File: src/rtl/dcache_flush_arbiter.sv
// Round-robin arbiter sharing the single DCache flush port among NUM_REQ requesters.
// Optional flush watchdog enabled by defining FLUSH_TIMEOUT_EN.
//   state  | meaning
//   IDLE   | no flush in flight, arbitrate pending requests
//   FLUSH  | flush_dcache_o high, waiting for cache ack
//   DRAIN  | flush acked, waiting for outstanding cache transactions
//   DONE   | done_o pulse to granted requester, advance round-robin pointer
module dcache_flush_arbiter #(
    parameter int NUM_REQ        = 4,
    parameter int TIMEOUT_CYCLES = 1024
) (
    input  logic               clk_i,
    input  logic               rst_ni,
    input  logic [NUM_REQ-1:0] req_i,
    output logic [NUM_REQ-1:0] gnt_o,
    output logic [NUM_REQ-1:0] done_o,
    output logic               err_o,
    output logic               busy_o,
    output logic               flush_dcache_o,
    input  logic               flush_dcache_ack_i,
    input  logic               cache_busy_i
);

    localparam int PW = (NUM_REQ > 1) ? $clog2(NUM_REQ) : 1;

    typedef enum logic [1:0] {S_IDLE, S_FLUSH, S_DRAIN, S_DONE} state_t;

    state_t             r_state, w_state_nxt;
    logic [PW-1:0]      r_ptr, w_ptr_nxt;
    logic [NUM_REQ-1:0] r_grant, w_grant_nxt, w_pick;
    logic [PW-1:0]      w_gidx;
    logic               r_flush;
    logic               w_tmo;

    // Scan from the far end so the requester closest to r_ptr overwrites the others.
    always_comb begin
        w_pick = '0;
        for (int i = NUM_REQ - 1; i >= 0; i--) begin
            if (req_i[PW'((int'(r_ptr) + i) % NUM_REQ)]) begin
                w_pick = '0;
                w_pick[PW'((int'(r_ptr) + i) % NUM_REQ)] = 1'b1;
            end
        end
    end

    always_comb begin
        w_gidx = '0;
        for (int i = 0; i < NUM_REQ; i++) begin
            if (r_grant[i]) w_gidx = PW'(i);
        end
    end

    always_comb begin
        w_state_nxt = r_state;
        w_grant_nxt = r_grant;
        w_ptr_nxt   = r_ptr;
        case (r_state)
            S_IDLE: begin
                if (|req_i) begin
                    w_state_nxt = S_FLUSH;
                    w_grant_nxt = w_pick;
                end
            end
            S_FLUSH: begin
                if (flush_dcache_ack_i) w_state_nxt = cache_busy_i ? S_DRAIN : S_DONE;
                else if (w_tmo)         w_state_nxt = S_DONE;
            end
            S_DRAIN: begin
                if (!cache_busy_i || w_tmo) w_state_nxt = S_DONE;
            end
            S_DONE: begin
                w_state_nxt = S_IDLE;
                w_grant_nxt = '0;
                w_ptr_nxt   = (w_gidx == PW'(NUM_REQ - 1)) ? '0 : w_gidx + PW'(1);
            end
            default: w_state_nxt = S_IDLE;
        endcase
    end

    always_ff @(posedge clk_i) begin
        if (!rst_ni) begin
            r_state <= S_IDLE;
            r_ptr   <= '0;
            r_grant <= '0;
            r_flush <= 1'b0;
        end else begin
            r_state <= w_state_nxt;
            r_ptr   <= w_ptr_nxt;
            r_grant <= w_grant_nxt;
            r_flush <= (w_state_nxt == S_FLUSH);
        end
    end

`ifdef FLUSH_TIMEOUT_EN
    localparam int TW = (TIMEOUT_CYCLES > 2) ? $clog2(TIMEOUT_CYCLES) : 1;

    logic [TW-1:0] r_timer;
    logic          r_err;
    logic          w_err_nxt;

    assign w_tmo = (r_timer == TW'(TIMEOUT_CYCLES - 1));
    // A normal completion in the expiry cycle wins, so err only on the watchdog path.
    assign w_err_nxt = w_tmo && (((r_state == S_FLUSH) && !flush_dcache_ack_i) ||
                                 ((r_state == S_DRAIN) && cache_busy_i));

    always_ff @(posedge clk_i) begin
        if (!rst_ni) begin
            r_timer <= '0;
            r_err   <= 1'b0;
        end else begin
            r_err <= w_err_nxt;
            if ((r_state == S_FLUSH) || (r_state == S_DRAIN)) r_timer <= r_timer + TW'(1);
            else                                              r_timer <= '0;
        end
    end

    assign err_o = (r_state == S_DONE) && r_err;
`else
    assign w_tmo = 1'b0;
    assign err_o = 1'b0;
`endif

    assign busy_o         = (r_state != S_IDLE);
    assign gnt_o          = busy_o ? r_grant : '0;
    assign done_o         = (r_state == S_DONE) ? r_grant : '0;
    assign flush_dcache_o = r_flush;

endmodule

File: config.mk
export PLATFORM = sky130hd
export DESIGN_NAME = dcache_flush_arbiter
export DESIGN_NICKNAME = d
export VERILOG_FILES = /design/src/rtl/dcache_flush_arbiter.sv
export SDC_FILE = /design/constraint.sdc
export NUM_CORES = 1
export LEC_CHECK = 0
export BUFFER_PORTS_ARGS = -buffer_cell sky130_fd_sc_hd__buf_2
export CAP_MARGIN = 10
export CORE_UTILIZATION = 45
export CTS_BUF_LIST = sky130_fd_sc_hd__clkbuf_8 sky130_fd_sc_hd__clkbuf_16
export DETAILED_ROUTE_END_ITERATION = 10
export PLACE_DENSITY = 0.75
export SYNTH_ARGS = -nofsm -noshare
export SYNTH_HDL_FRONTEND = slang
export SYNTH_SLANG_ARGS = --single-unit
File: constraint.sdc
create_clock -name clk_i -period 2.2 [get_ports clk_i]
set_input_delay 0.33 -clock clk_i [delete_from_list [all_inputs] [get_ports clk_i]]
set_output_delay 0.33 -clock clk_i [all_outputs]
set_load 0.01 [all_outputs]
==> metrics <==
outcome finished, final reports clean; Synth Area in Adders 0.105; commonest non-fill, non-tap cells in the layout buf_2, nand2_1, dfxtp_1; dominant cell type by area after synthesis dfxtp_1; setup violators final 0; Final nets 130; critical path's slowest cell mux4_1; syn nets 110; Clock transition at path regs 0.05 ns; routed wire length approximately 1900 µm; Core Rows 15; PostCTS Resize Cnt 0; Antenna Nets Post-Route 0; Total Negative Setup Slacks 0 ns; vias in the first global route 658; TritonCTS Buffers 3; vias 793; fill cell count roughly 170; grt ovf 0; Post-CTS Setup Inserts 0; placed insts between 100 and 150; combinational share of power 0.275; maxcap violations 0; Startpoint Class register; wire per inst 13.5 µm; max-slew violation count 0; worst setup margin 0.375 ns; 1st-iter DRT viols 28; Clock Latency Late Sink between 0.2 and 0.25 ns; Seq cells post-synth 9; critical path class register to register; Root Driver clkbuf_8; Worst Hold Class input pin to register; Tmin final 1.83 ns; WP data required between 2 and 2.5 ns; Synth Area in XOR/XNOR 0; Worst Path Arrival between 1.5 and 2 ns; pwr dens about 540 nW/µm²; top post-synthesis cells by area dfxtp_1, ha_1, mux4_2, nand2_1, nor2b_1; dpl hpwl roughly 1500 µm; Switching Fraction 0.307; post-synthesis cell type count 34; H-tree Lvls 1; core area around 1700 µm²; Layout area overhead 17.8%; clk sink count 9; DR DRC count 0; DIE WIDTH between 40 and 50 µm; CTS tree done; f_max around 550 MHz; Detailed Routing Iterations Pass 1 4; Max IR drop VDD around 0.31 mV; Compound-Gate Fraction of Synth Area 0.217; global-route wire length before repair approximately 2900 µm; worst-path maximum fanout 5; switching pwr roughly 0.16 mW; final hold vios 0; Lkg Pwr around 0.44 nW; post-synthesis mux area share 0.124; clk buf depth 2; Reg power frac 0.370; vias per inst around 5.7; pre-CTS setup slack between 0.3 and 0.4 ns; diodes inserted 0; GPL Wtd Cong just over 0.9; critical path cell sequence inv_1 -> ha_1 -> mux4_1 -> nand2_1 -> o211a_1 -> o32ai_2; period utilisation layout 0.830; post-synthesis area per instance 8.80 µm²; Pint about 0.37 mW; I/O Buffers 17; Post-Synthesis Cells 95; Hold-fix buffers, CTS 0; clock network fraction of total power 0.355; Synth warnings 0; Worst Skew 0.00263 ns; layout cells sized above 1 0.254; slowest stage delay, CP approximately 0.59 ns; CP Capture Type register; RSZ-0062 raised after global routing false; largest net degree at the start of global routing 11; simple-gate share of the synthesized area 0.283; non-filler cells, final 139; top cell type's share of synthesized area 0.216; fraction of the yosys area taken by sequential cells 0.216; most common cell after layout, fill and taps aside buf_2; Starting Density 0.484; die height around 45 µm; largest family of logic cells by synthesized area simple AND/OR/NAND/NOR gates; Die Area between 2000 and 2500 µm²; Tot GR Track Use 0.206; initial antenna violation count 0; Post-Syn Area 836 µm²; I/O Pins 19
## kinds of logic (layout without fill, tap and decap cells)
group	Yosys count	in the layout
mux	5	5
flops	9	9
compound gates	23	23
simple gates	42	42
other cells	1	1
fa+ha+maj	7	7
buf+inv	8	27
## per-layer routing
| layer | track usage | up-vias | wire, µm |
|---|---|---|---|
| met1 | 0.268 | 374 | 837 |
| met3 | 0.0640 | 5 | 104 |
| met2 | 0.304 | 29 | 910 |
| met5 | 0 | - | 0 |
| met4 | 0.109 | 0 | 29 |
| li1 | - | 385 | - |
## worst max-delay path: cells and delay by family (launching register included)
family	cells	cell delay, ns
mux	1	0.59
fa+ha+maj	1	0.38
flops	1	0.33
compound gates	2	0.24
buf+inv	1	0.09
simple gates	1	0.09
## Yosys cell counts
master / n
and3_1: 4
o21ai_0: 1
o22ai_1: 2
o32ai_1: 1
buf_6: 1
clkbuf_1: 1
o211ai_1: 2
nand2b_1: 3
buf_2: 1
nor3_1: 2
dfxtp_1: 9
a221o_1: 2
o32ai_2: 1
nand4bb_1: 2
nor2_2: 1
nor2_1: 4
inv_1: 4
mux4_1: 1
a21boi_1: 1
conb_1: 1
and2_4: 1
o221a_1: 2
o31a_1: 1
or4_4: 1
mux4_2: 3
o211a_1: 3
mux2i_1: 1
nand2_1: 13
ha_1: 7
and2_1: 3
a21oi_1: 7
or2b_1: 1
buf_4: 1
nor2b_1: 7
## flip-flops by register name, summed over array words and instances, names as in the netlist
signal and flops:
r_ptr 2, flush_dcache_o 1, r_state 2, r_grant 4
## power groups by stage
stage,sequential [mW],combinational (mW),clock [mW]
global placement,0.198,0.143,0
global route,0.199,0.161,0.203
CTS,0.197,0.146,0.190
detailed placement,0.200,0.145,0
floorplan,0.195,0.111,0
finish,0.197,0.147,0.190
## area by class of cell
| class | instances | area [µm²] | area share |
|---|---|---|---|
| inverters | 4 | 15.0 | 0.0152 |
| clock inverters | 1 | 3.75 | 0.00381 |
| repair buffers | 19 | 100 | 0.102 |
| well taps | 25 | 31.3 | 0.0318 |
| multi-input cells | 78 | 613 | 0.623 |
| flip-flops and latches | 9 | 180 | 0.183 |
| clock buffers | 3 | 41.3 | 0.0419 |
## stage by stage
stage	util	total power [mW]	area (µm²)	hold WS (ns)
floorplan	-	0.305	836	0.455
global placement	0.544	0.341	940	0.480
detailed placement	0.544	0.346	940	0.505
CTS	0.570	0.533	985	0.423
global route	0.570	0.564	985	0.430
finish	0.570	0.534	985	0.421
## final timing paths
kind | startpoint | endpoint | slack, ns | cells after the start
max | r_ptr[0] | r_grant[1] | 0.37 | 6
min | rst_ni | r_grant[2] | 0.42 | 2
max reg2reg | r_ptr[0] | r_grant[1] | 0.37 | 6
min reg2reg | r_grant[0] | r_grant[0] | 0.51 | 2
Note: power is estimated with default switching activity, not from simulation.
